===== src/rtl/alu_cmd_sequencer.sv =====
// Requester-side front end for the 32-bit ALU: accepts tagged requests, holds
// registered operands for a settle time, then returns a tagged result with flags.
module alu_cmd_sequencer #(
    parameter int TAG_W         = 4,
    parameter int SETTLE_CYCLES = 1
) (
    input  logic             clk,
    input  logic             rst_n,
    input  logic             req_valid,
    output logic             req_ready,
    input  logic [31:0]      req_a,
    input  logic [31:0]      req_b,
    input  logic [3:0]       req_op,
    input  logic [TAG_W-1:0] req_tag,
    output logic [31:0]      alu_a,
    output logic [31:0]      alu_b,
    output logic [3:0]       alu_opcode,
    input  logic [31:0]      alu_result,
    input  logic             alu_zero,
    output logic             rsp_valid,
    input  logic             rsp_ready,
    output logic [31:0]      rsp_result,
    output logic [3:0]       rsp_flags,
    output logic [TAG_W-1:0] rsp_tag,
    output logic             busy,
    input  logic             clr_counts,
    output logic [15:0]      op_count,
    output logic [7:0]       err_count
);

    typedef enum logic [1:0] {
        IDLE,
        WAIT,
        RESP
    } state_t;

    localparam logic [3:0] SETTLE_LOAD = 4'(SETTLE_CYCLES - 1);
    localparam logic [3:0] OP_ADD      = 4'd0;
    localparam logic [3:0] OP_SUB      = 4'd1;
    localparam logic [3:0] OP_LAST     = 4'd5;

    state_t     state;
    state_t     state_next;
    logic [3:0] settle_cnt;
    logic       accept;
    logic       op_legal;
    logic       rsp_fire;
    logic       capture;
    logic       flag_carry;
    logic       flag_overflow;

    assign req_ready = (state == IDLE);
    assign rsp_valid = (state == RESP);
    assign busy      = (state != IDLE);

    assign accept   = req_valid && (state == IDLE);
    assign op_legal = (req_op <= OP_LAST);
    assign rsp_fire = (state == RESP) && rsp_ready;
    assign capture  = (state == WAIT) && (settle_cnt == 4'd0);

    always_ff @(posedge clk or negedge rst_n) begin
        if (!rst_n) begin
            state <= IDLE;
        end else begin
            state <= state_next;
        end
    end

    always_comb begin
        state_next = state;
        unique case (state)
            IDLE: begin
                if (req_valid) begin
                    state_next = op_legal ? WAIT : RESP;
                end
            end
            WAIT: begin
                if (settle_cnt == 4'd0) begin
                    state_next = RESP;
                end
            end
            RESP: begin
                if (rsp_ready) begin
                    state_next = IDLE;
                end
            end
            default: state_next = IDLE;
        endcase
    end

    // Flags are derived from the operands actually presented to the ALU.
    always_comb begin
        flag_carry    = 1'b0;
        flag_overflow = 1'b0;
        case (alu_opcode)
            OP_ADD: begin
                flag_carry    = (alu_result < alu_a);
                flag_overflow = (alu_a[31] == alu_b[31]) && (alu_result[31] != alu_a[31]);
            end
            OP_SUB: begin
                flag_carry    = (alu_a < alu_b);
                flag_overflow = (alu_a[31] != alu_b[31]) && (alu_result[31] != alu_a[31]);
            end
            default: begin
                flag_carry    = 1'b0;
                flag_overflow = 1'b0;
            end
        endcase
    end

    always_ff @(posedge clk or negedge rst_n) begin
        if (!rst_n) begin
            settle_cnt <= 4'd0;
        end else if (accept && op_legal) begin
            settle_cnt <= SETTLE_LOAD;
        end else if ((state == WAIT) && (settle_cnt != 4'd0)) begin
            settle_cnt <= settle_cnt - 4'd1;
        end
    end

    // Illegal requests never touch the ALU inputs, so they stay at the last legal op.
    always_ff @(posedge clk or negedge rst_n) begin
        if (!rst_n) begin
            alu_a      <= 32'd0;
            alu_b      <= 32'd0;
            alu_opcode <= 4'd0;
        end else if (accept && op_legal) begin
            alu_a      <= req_a;
            alu_b      <= req_b;
            alu_opcode <= req_op;
        end
    end

    always_ff @(posedge clk or negedge rst_n) begin
        if (!rst_n) begin
            rsp_result <= 32'd0;
            rsp_flags  <= 4'd0;
            rsp_tag    <= '0;
        end else if (accept) begin
            rsp_tag <= req_tag;
            if (!op_legal) begin
                rsp_result <= 32'd0;
                rsp_flags  <= 4'b1000;
            end
        end else if (capture) begin
            rsp_result <= alu_result;
            rsp_flags  <= {1'b0, flag_carry, flag_overflow, alu_zero};
        end
    end

    // A clear takes priority over a same-cycle handshake increment.
    always_ff @(posedge clk or negedge rst_n) begin
        if (!rst_n) begin
            op_count  <= 16'd0;
            err_count <= 8'd0;
        end else if (clr_counts) begin
            op_count  <= 16'd0;
            err_count <= 8'd0;
        end else if (rsp_fire) begin
            if (rsp_flags[3]) begin
                if (err_count != 8'hFF) begin
                    err_count <= err_count + 8'd1;
                end
            end else if (op_count != 16'hFFFF) begin
                op_count <= op_count + 16'd1;
            end
        end
    end

endmodule


===== config.mk =====
export PLATFORM = sky130hd
export DESIGN_NAME = alu_cmd_sequencer
export DESIGN_NICKNAME = d
export VERILOG_FILES = /design/src/rtl/alu_cmd_sequencer.sv
export SDC_FILE = /design/constraint.sdc
export NUM_CORES = 1
export LEC_CHECK = 0
export CORE_MARGIN = 2
export CORE_UTILIZATION = 49
export DETAILED_ROUTE_END_ITERATION = 6
export HOLD_SLACK_MARGIN = 0.12
export PLACE_DENSITY = 0.86
export RECOVER_POWER = 100
export SYNTH_ARGS = -nofsm -noshare
export SYNTH_HDL_FRONTEND = slang
export SYNTH_SLANG_ARGS = --single-unit

===== constraint.sdc =====
create_clock -name clk -period 3.2 [get_ports clk]
set_input_delay 0.96 -clock clk [delete_from_list [all_inputs] [get_ports clk]]
set_output_delay 0.96 -clock clk [all_outputs]
set_load 0.1 [all_outputs]

==> results.yml, run 1 <==
status:
  status: "finished, violations left"
  violations: "max-capacitance violations, max-slew violations"
logic_synthesis:
  synth_top_family_by_area: "compound AO/OA/AOI/OAI gates"
  yosysTopAreaCellShare: 0.502
  synthMuxAreaShare: 0.00946
  synth_xor_area_frac: 0.0318
  synth_warnings: 0
  synth_area_per_cell_sq_um: 10.0
  synthSimpleGateAreaFrac: 0.132
  synth_top_area_cell: "dfrtp_1"
  synth-seq-cells: 138
  yosysUniqueCellTypes: 51
  synthArstFlopShare: 1.00
  syn-num-nets: 863
  synth_area_leaders: "dfrtp_1, ha_1, nand2_1, a22o_1, o21ai_0"
  synth_area_sq_mm: 0.00688
  yosysSeqAreaShare: 0.502
  synth_enable_flop_cells: 0
  netlist_instances: 688
  ys.flop_type: "dfrtp_1"
  synth_fa_ha_area_frac: 0.118
  synth-compound-area-share: 0.151
route:
  ant_nets: 0
  drt_pass1_iterations: 5
  drt_iter0_drc: 358
  vias_per_cell: 5.36
  post_drt_wl_per_cell_um: 17.8
  vias: 6032
  wirelength_um: 20000
  route.detailed.drc: 0
clock_network:
  cts_sinks: 138
  cts_root_buf: "clkbuf_16"
  post_cts_buffers: 0
  cts_buffer_depth: 2
  h-tree-depth: 4
  holdBufCountCts: 0
  tritoncts: "done"
  numCtsBuffers: 17
  cts_resized: 0
  clk_pin_slew_ns: 0.06
  clk_latency_ns: 0.43
run:
  cap_violations: 1
sta:
  rsz0062_at_grt: "false"
  fmax_ghz: 0.354
  slew_headroom: -0.121
  period_needed_ns: 2.83
  worst_slew_pin_slew_ns: 1.68
  slew_violations: 70
  hold_viol_final: 0
  finalCritPeriodShare: 0.884
  setup_viol: 0
  setup_tns_ns: 0
  finClkSkew_ns: 0.00731
worst_setup_path:
  crit_path_end: "req_ready"
  cp_data_arrival_time_ns: 1.87
  reg2regPathDepth: 9
  r2r_start: "settle_cnt[0]"
  worst-setup-path-type: "reg -> out"
  crit_required_ns: 2.24
  r2r_end: "rsp_flags[2]"
  rrSetupSlack_ns: 0.69
  path_max_fanout: 5
  start_kind: "flip-flop"
  critPathLaunch: "state[1]"
  crit_path_end_kind: "primary output"
floorplanning:
  rows: 43
  die_h_um: 122
  initial_core_util: 0.500
  die_area_sq_mm: 0.0150
  ios: 245
  coreArea_sq_mm: 0.0138
  die-width_um: 122
global_route:
  grt_pass1_vias: 6005
  grt_use_met1: 0.330
  use_met2: 0.438
  top_usage_layer: "met2"
  grt-ovfl-total: 0
  grt_max_degree: 70
  met3_usage: 0.0753
  grt_use_total: 0.270
  grt_pass1_wl_um: 30700
  antenna_found_initial: 0
cells_and_area:
  diodes: 0
  drive_gt1_frac: 0.0529
  design_area_sq_mm: 0.00919
  final_nets: 1108
  area_growth_syn_to_layout_pct: 33.6
hold_path:
  hold_depth: 2
  hold_class: "reg -> reg"
place:
  portBuffers: 244
  gp_congestion: 0.949
  post_dp_cell_area_sq_mm: 0.00921
  dp_hpwl_um: 15000
[state kept, by name (all words and copies together) (netlist names)]
name	count
rsp_result	32
rsp_tag	4
settle_cnt	4
err_count	8
alu_opcode	4
state	2
alu_b	32
alu_a	32
rsp_flags	4
op_count	16
[cell type report]
class	instances	area (sq um)
clock inverter	13	105
inverter	70	263
sequential	138	3450
clock buffer	18	439
fill	1212	4580
tap	180	225
multi-input combinational	453	3030
timing repair buffer	253	1680
[synthesized netlist by cell type, drive strengths merged, types with 5 or more instances]
cell / instances
dfrtp: 138
nand2: 97
o21ai: 71
inv: 70
ha: 65
nor2: 37
a22o: 33
a21oi: 24
nand3: 17
clkbuf: 16
nand4: 14
xnor2: 13
xor2: 12
buf: 11
a211oi: 5
a21o: 5
and3: 5
[metrics by stage]
step           hold slack (ns)  std cells  utilization  setup WS (ns)
2_1_floorplan            0.501        688            -          0.259
5_1_grt                  0.518       1125        0.668          0.218
4_1_cts                  0.496       1125        0.708          0.544
6_report                 0.487       1125        0.668          0.372
3_3_place_gp             0.468       1094        0.668          0.202
3_5_place_dp             0.479       1094        0.668          0.126
[placed cells by master, fill, tap and decap left out, types with 3 or more instances in the layout]
cell,n
a21oi_1,24
a21o_1,5
clkinvlp_4,3
clkbuf_2,4
nand3_1,17
inv_1,70
nand4_1,14
nor2_1,36
ha_1,65
mux2_2,4
and4_1,4
nand2_1,97
clkbuf_16,17
a31oi_1,3
buf_4,3
a211o_1,3
nor3_1,3
clkdlybuf4s50_1,106
and2b_1,3
xnor2_1,13
a211oi_1,5
xor2_1,12
o21ai_0,69
clkinv_2,7
clkbuf_1,135
dfrtp_1,138
and3_1,5
a22o_1,33
[critical path: stages (launching register included)]
cell      delay [ns]
dfrtp_1         0.42
nor2_2          0.15
clkbuf_1        0.87
[per-layer routing]
metal | up-vias | share of wire
li1 | 2881 | -
met1 | 2900 | 0.42
met2 | 203 | 0.47
met3 | 48 | 0.066
met4 | 0 | 0.041
met5 | - | 0
[logic make-up (layout without fill, tap and decap cells)]
family | after synthesis | count (layout)
XOR/XNOR | 25 | 25
adder cells (fa/ha/maj) | 65 | 65
AO/OA/AOI/OAI | 160 | 160
AND/OR/NAND/NOR | 197 | 197
flip-flops | 138 | 138
buffers and inverters | 97 | 354
multiplexers | 6 | 6
[how the worst min path moves through the flow]
stage / endpoint / startpoint / slack [ns]
floorplan: settle_cnt[1] / settle_cnt[1] / 0.50
global placement: rsp_flags[1] / rsp_flags[1] / 0.47
detailed placement: rsp_flags[1] / rsp_flags[1] / 0.48
CTS: rsp_flags[1] / rsp_flags[1] / 0.50
global route: rsp_result[26] / rsp_result[26] / 0.52
finish: rsp_flags[1] / rsp_flags[1] / 0.49
Power of run 1 is not shown: default switching activity piles up to over one toggle a cycle in this logic, so the estimate is an artifact.
==> run 2, diff against run 1 <==
--- a/config.mk
+++ b/config.mk
@@ -5,7 +5,7 @@
 export SDC_FILE = /design/constraint.sdc
 export NUM_CORES = 1
 export LEC_CHECK = 0
-export CORE_MARGIN = 2
+export CORE_MARGIN = 8
 export CORE_UTILIZATION = 49
 export DETAILED_ROUTE_END_ITERATION = 6
 export HOLD_SLACK_MARGIN = 0.12
==> results.yml, run 2 (synthesis results as in run 1) <==
worst_setup_path:
  cp.depth: 8
  path_max_fanout: 19
  r2r_start: "settle_cnt[0]"
  cp_data_arrival_time_ns: 3.17
  start_kind: "primary input"
  crit_path_end_kind: "flip-flop"
  reg2regPathDepth: 9
  rrSetupSlack_ns: 0.77
  crit_path_top_delay_cell: "clkbuf_1"
  path_cells: "clkdlybuf4s50_1, a21o_1, a22oi_2, clkbuf_1, nand2_1, o41ai_1, o311ai_0, o21ai_1"
  crit_path_max_incr_delay_ns: 0.76
  worst-setup-path-type: "in -> reg"
  critPathBufInv: 2
  critPathTopFamily: "buffers and inverters"
  r2r_end: "rsp_flags[2]"
  crit_required_ns: 3.55
route:
  vias_per_cell: 5.30
  vias: 5985
  post_drt_wl_per_cell_um: 19.0
  drt_pass1_iterations: 5
  wirelength_um: 21500
  route.detailed.drc: 0
  drt_iter0_drc: 328
  ant_nets: 0
sta:
  slew_violations: 72
  setup_tns_ns: 0
  hold_viol_final: 0
  finalCritPeriodShare: 0.883
  fmax_ghz: 0.354
  period_needed_ns: 2.82
  slew_headroom: -0.191
  rsz0062_at_grt: "false"
  worst_slew_pin_slew_ns: 1.79
  finClkSkew_ns: 0.00838
  setup_viol: 0
floorplanning:
  rows: 43
  ios: 245
  die-width_um: 134
  die_area_sq_mm: 0.0181
  coreArea_sq_mm: 0.0138
  initial_core_util: 0.500
  die_h_um: 134
clock_network:
  clk_latency_ns: 0.42
  cts_buffer_depth: 2
  cts_resized: 0
  tritoncts: "done"
  cts_sinks: 138
  clk_pin_slew_ns: 0.06
  holdBufCountCts: 0
  cts_root_buf: "clkbuf_16"
  numCtsBuffers: 17
  post_cts_buffers: 0
  h-tree-depth: 4
cells_and_area:
  layout_commonest_cell: "clkbuf_1"
  drive_gt1_frac: 0.0506
  diodes: 0
  area_growth_syn_to_layout_pct: 34.5
  top_regs: "alu_a (32), alu_b (32), rsp_result (32)"
  final_cell_mix: "clkbuf_1, dfrtp_1, clkdlybuf4s50_1"
  nFillCells: 1203
  final_nets: 1111
status:
  violations: "max-capacitance violations, max-slew violations"
  status: "finished, violations left"
hold_path:
  hold_class: "reg -> reg"
  holdCritStartpoint: "rsp_result[17]"
  hold_end: "rsp_result[17]"
  hold_depth: 1
global_route:
  grt_max_degree: 72
  grt_pass1_wl_um: 33500
  grt_use_total: 0.240
  grt-ovfl-total: 0
  antenna_found_initial: 0
  grt_pass1_vias: 6189
place:
  dp_hpwl_um: 16600
  portBuffers: 244
  gp_congestion: 0.876
run:
  cap_violations: 1
==> run 2: cell types whose count changed in the layout (fill, tap and decap cells not counted), moves of 2 or more <==
cell	delta
clkinv_4	-2
clkbuf_8	+6
clkbuf_1	+5
clkinv_2	-6
clkbuf_2	+2
==> run 2: area by class of cell <==
class,count,area [sq um],area share
multi-input cells,453,3030,0.327
flip-flops and latches,138,3450,0.373
well taps,180,225,0.0243
repair buffers,256,1680,0.181
inverters,70,263,0.0284
clock buffers,27,533,0.0576
clock inverters,5,80.1,0.00865
==> run 2: per-layer routing <==
metal,routed length [um],GRT usage
met4,694,0.104
met1,8960,0.294
met3,1530,0.0650
met2,10300,0.392
met5,0,0
==> run 2: how the worst max path moves through the flow <==
| stage | startpoint | endpoint | slack [ns] |
|---|---|---|---|
| 2_1_floorplan | state[1] | busy | 0.26 |
| 3_3_place_gp | alu_result[2] | rsp_flags[2] | 0.21 |
| 3_5_place_dp | alu_result[5] | rsp_flags[2] | 0.18 |
| 4_1_cts | alu_result[5] | rsp_flags[2] | 0.61 |
| 5_1_grt | req_op[2] | rsp_flags[2] | 0.26 |
| 6_report | req_op[2] | rsp_flags[2] | 0.38 |
==> run 2: through the flow <==
step                      setup WS [ns]  hold slack [ns]  cells  cell area [sq um]   util
after floorplan                   0.259            0.501    688               6880      -
after global placement            0.215            0.462   1097               9200  0.668
after detailed placement          0.179            0.482   1097               9200  0.668
after CTS                         0.612            0.499   1129               9820  0.713
after global routing              0.263            0.515   1129               9260  0.672
final                             0.375            0.494   1129               9260  0.672
Power of run 2 is left out for the same reason.
==> RTL edit 1, RTL diff (flow settings as in run 2) <==
The 3 states of `state_t` get a one-hot encoding in 3 bits.
--- a/src/rtl/alu_cmd_sequencer.sv
+++ b/src/rtl/alu_cmd_sequencer.sv
@@ -29,8 +29,8 @@
 );
 
-    typedef enum logic [1:0] {
-        IDLE,
-        WAIT,
-        RESP
+    typedef enum logic [2:0] {
+        IDLE = 3'b001,
+        WAIT = 3'b010,
+        RESP = 3'b100
     } state_t;
 
Behaviour: same outputs for any inputs over 4 cycles, from zero or initial values and one cycle with rst_n low; so few cycles prove little.
==> RTL edit 1 against run 2 <==
- synthesized area grew 0.82%
- clock skew rose by 0.00056 ns
- utilization up 0.52 points
- final area rose by 1.6%
- highest routed layer unchanged
- critical path type unchanged
- sequential cell count is 1 higher
- wire length is 4.2% higher
- setup slack got worse by 0.087 ns
- final cell count up 1.8%
- first-iteration DRC count is 18% higher
Power is left out: the tool's default activity adds up to more than one toggle a clock period on the data nets, which glitch-free logic cannot reach.
==> RTL edit 1: results (changes against run 2) <==
pre-CTS setup slack=-0.0426 ns (-0.222 ns); first-pass GRT wire length=35400 µm (+5.6%); Worst Clk Skew=0.00895 ns (+0.000565 ns); Synthesis Warnings=0 (unchanged); largest net degree at the start of global routing=57 (-21%); max_slew headroom=2.56% (+22 points); Synth cell types=53 (+3.9%); H-Tree Depth=4 (unchanged); max cap viols=0 (-1); clk buf depth=2 (unchanged); DRC=0 (unchanged); GPL Wtd Cong=0.879 (+0.33%); port bufs=244 (unchanged); initial antenna violation count=0 (unchanged); Synth area leaders=dfrtp_1, ha_1, o21ai_0; Worst Setup SP=req_valid; CTS resizes=0 (unchanged); TritonRoute pass-1 iters=6 (+1); DR iter-0 viols=387 (+18%); register area share after synthesis=50.2% (about the same); Setup crit end=rsp_flags[1]$_DFFE_PN0P_; outcome=completed; post-DP HPWL=17100 µm (+3.1%); Total GRT Usage=24.9% (+0.83 points); Top Layer Used=met4; vias in the first global route=6507 (+5.1%); Clock Root Buffer=clkbuf_16; Antenna Nets Post-Route=0 (unchanged); M1 WL=9310 µm (+3.8%); Max Freq=0.343 GHz (-3.0%); reg2reg end=rsp_flags[2]$_DFFE_PN0P_; postcts setup bufs=0 (unchanged); FF-to-FF setup slack=0.83 ns (+0.06 ns); Die W=135 µm (+0.36%); Syn Nets=876 (+1.5%); FF-to-FF path depth=8 (-1); Worst-path clk slew=0.06 ns (about the same); clk_lat worst skew=0.42 ns (about the same); top flop regs=alu_a: 32 flops, alu_b: 32 flops, rsp_result: 32 flops; met2 wire length=10700 µm (+3.7%); Vias=6273 (+4.8%); reg-to-reg startpoint=alu_a[30]$_DFFE_PN0P_; routed wire length=22400 µm (+4.2%); ANT cells=0 (unchanged); HP Class=flip-flop to flip-flop; CP max FO=11 (-8); area leader, netlist=dfrtp_1; layout cells sized above 1=5.99% (+0.93 points); met3 WL=1650 µm (+7.6%); CP arrival=3.23 ns (+0.06 ns); Post-synth top cells=dfrtp_1, nand2_1, o21ai_0, inv_1, ha_1; Nets=1131 (+1.8%); CTS Buf Count=17 (unchanged); async set-reset flop share out of synthesis=100% (unchanged)
## RTL edit 1: cell count changes in the layout (fill, tap and decap cells not counted), moves of 3 or more
| cell | before | now |
|---|---|---|
| clkinv_4 | 0 | 3 |
| a211o_1 | 3 | 0 |
| nand2_1 | 97 | 104 |
| or3_1 | 2 | 6 |
| and3_1 | 5 | 1 |
| a21oi_1 | 24 | 28 |
| and2b_1 | 3 | 0 |
| clkbuf_8 | 7 | 4 |
| o21ai_0 | 69 | 80 |
| nand3_1 | 17 | 14 |
| xnor2_1 | 13 | 10 |
## RTL edit 1: cells by family after synthesis
logic type | synth area share (%)
multiplexers | 0.956
adder cells (fa/ha/maj) | 11.7
XOR/XNOR | 2.65
AND/OR/NAND/NOR | 14.0
flip-flops | 50.2
buffers and inverters | 5.56
AO/OA/AOI/OAI | 15.0
## RTL edit 1: worst min-delay path by stage
| stage | startpoint | end | slack (ns) | cells after the start |
|---|---|---|---|---|
| after floorplan | settle_cnt[1]$_DFFE_PN0P_ | settle_cnt[1]$_DFFE_PN0P_ | 0.50 | 2 |
| after global routing | rsp_result[5]$_DFFE_PN0P_ | rsp_result[5]$_DFFE_PN0P_ | 0.51 | 1 |
| after global placement | rsp_flags[1]$_DFFE_PN0P_ | rsp_flags[1]$_DFFE_PN0P_ | 0.48 | 2 |
| after CTS | rst_n | alu_a[26]$_DFFE_PN0P_ | 0.51 | 1 |
| final | rsp_result[11]$_DFFE_PN0P_ | rsp_result[11]$_DFFE_PN0P_ | 0.50 | 1 |
| after detailed placement | rsp_flags[0]$_DFFE_PN0P_ | rsp_flags[0]$_DFFE_PN0P_ | 0.48 | 1 |
## RTL edit 1: per-layer routing
layer / track usage (%) / vias up
met5: 0 / -
met4: 10.7 / 0
met3: 6.35 / 59
met2: 40.2 / 237
met1: 31.0 / 3040
li1: - / 2937
## RTL edit 1: area by class of cell
class                   instances  area, µm²
well taps                     180        225
flip-flops and latches        139       3480
repair buffers                262       1720
multi-input cells             464       3060
clock buffers                  22        484
inverters                      72        275
clock inverters                10        163
fillers                      1184       4480
## RTL edit 1: critical path, stage by stage
cell	delay, ns
dlygate4sd3_1	0.55
and4bb_1	0.32
a22oi_2	0.58
clkbuf_1	0.56
nand2_1	0.15
o31ai_1	0.10
## RTL edit 1: metrics by stage
| step | instance area, µm² | util [%] | setup TNS [ns] | hold WS [ns] | std cells |
|---|---|---|---|---|---|
| 3_3_place_gp | 9350 | 67.3 | 0 | 0.483 | 1117 |
| 4_1_cts | 9990 | 72.0 | 0 | 0.506 | 1149 |
| 3_5_place_dp | 9350 | 67.3 | -0.0426 | 0.483 | 1117 |
| 5_1_grt | 9400 | 67.7 | 0 | 0.514 | 1149 |
| 2_1_floorplan | 6940 | - | 0 | 0.502 | 701 |
| 6_report | 9400 | 67.7 | 0 | 0.501 | 1149 |
==> RTL edit 2, RTL diff (flow settings as in run 2) <==
Without the edit above. Change the parameter `TAG_W` from 4 to 5.
--- a/src/rtl/alu_cmd_sequencer.sv
+++ b/src/rtl/alu_cmd_sequencer.sv
@@ -2,5 +2,5 @@
 // registered operands for a settle time, then returns a tagged result with flags.
 module alu_cmd_sequencer #(
-    parameter int TAG_W         = 4,
+    parameter int TAG_W         = 5,
     parameter int SETTLE_CYCLES = 1
 ) (
Ports: changed (resized req_tag and rsp_tag); port bits go from 245 to 247. No check against the original RTL was run, so the function may have changed too.
==> RTL edit 2 against run 2 <==
- the run still ends with max-capacitance violations, max-slew violations left
- fmax is 1.7% lower
- setup slack worse by 0.049 ns
- hold slack worse by 0.0069 ns
- synthesized area grew 2.7%
- final area up 2.9%
- wire length fell by 0.40%
- sequential share of layout area fell by 0.79 points
- sequential cell count is 1 higher
- non-clock buffer count grew 3
- count of clock-buffer cells in the layout is 6 lower
- utilization shrank 0.66 points
- largest cell class unchanged
Power is left out: the tool's default activity adds up to more than one toggle a clock period on the data nets, which glitch-free logic cannot reach.
==> RTL edit 2: results (changes against run 2) <==
outcome=complete, but fails checks; failing checks=max-capacitance violations, max-slew violations; vias in the first global route=6159 (-0.48%); Nets=1060 (-4.6%); Placed Instances=1049 (-4.4%); GPL Wtd Cong=0.800 (-8.7%); Post-synth top cells=dfrtp_1, mux2_2, inv_1, ha_1; max_slew headroom=-16.3% (+2.8 points); max cap viols=1 (unchanged); Largest stage delay, worst path=0.60 ns (-0.16 ns); Post-DP Area=9470 µm² (+2.9%); first-pass GRT wire length=33200 µm (-1.1%); Vias=5850 (-2.3%); DR iter-0 viols=199 (-39%); CP max FO=20 (+1); Setup crit end=rsp_result[8]$_DFFE_PN0P_; FF-to-FF setup slack=0.69 ns (-0.08 ns); Fin Hold WS=0.488 ns (-0.00689 ns); post-DP HPWL=16400 µm (-1.5%); routed length per instance=19.8 µm (+3.9%); average size of a mapped cell=11.3 µm² (+13%); Synth area leaders=dfrtp_1, ha_1, mux2_2; routed wire length=21400 µm (-0.40%); Worst path slowest cell=nor3b_1; largest net degree at the start of global routing=68 (-5.6%); register area share after synthesis=49.2% (-0.94 points); layout cells sized above 1=13.2% (+8.1 points); Worst Setup SP=req_valid; max-slew violations=67 (-6.9%); HP Start=rsp_flags[1]$_DFFE_PN0P_; port bufs=246 (+0.82%); Total GRT Usage=23.2% (-0.84 points); Syn Nets=800 (-7.3%)
RTL edit 2: area by class of cell:
class | instances | area [µm²]
well taps | 184 | 230
inverters | 71 | 267
multi-input cells | 396 | 3230
repair buffers | 259 | 1690
diodes | 1 | 2.50
flip-flops and latches | 139 | 3480
clock inverters | 11 | 140
clock buffers | 21 | 480
fillers | 1202 | 4790
RTL edit 2: worst min-delay path by stage:
stage,end,cells past startpoint
final,rsp_flags[1]$_DFFE_PN0P_,2
after CTS,rsp_flags[1]$_DFFE_PN0P_,2
after global routing,rsp_result[4]$_DFFE_PN0P_,1
after floorplan,settle_cnt[1]$_DFFE_PN0P_,2
after detailed placement,rsp_flags[1]$_DFFE_PN0P_,2
after global placement,rsp_flags[1]$_DFFE_PN0P_,2
RTL edit 2: critical path: cells and delay by family:
family	cells	cell delay, ns
AOI/OAI and AO/OA	2	0.41
buffers and inverters	3	1.19
and+or+nand+nor	1	0.60
RTL edit 2: cells by family after synthesis:
logic type | share of synthesized area, %
AND/OR/NAND/NOR | 9.16
AO/OA/AOI/OAI | 11.1
adder cells (fa/ha/maj) | 11.5
flip-flops | 49.2
buffers and inverters | 4.80
multiplexers | 11.6
XOR/XNOR | 2.60
RTL edit 2: metal layers:
metal / vias up / share of wire [%] / global-route usage [%]
met1: 2839 / 41 / 28.5
met2: 245 / 49 / 38.8
li1: 2744 / - / -
met4: 0 / 1.8 / 8.36
met5: - / 0 / 0
met3: 22 / 8.8 / 5.76
RTL edit 2: metrics by stage:
stage | utilization [%] | setup WS (ns)
finish | 66.5 | 0.326
global route | 66.5 | 0.258
CTS | 70.5 | 0.636
detailed placement | 66.2 | 0.206
global placement | 66.2 | 0.334
floorplan | - | 0.254
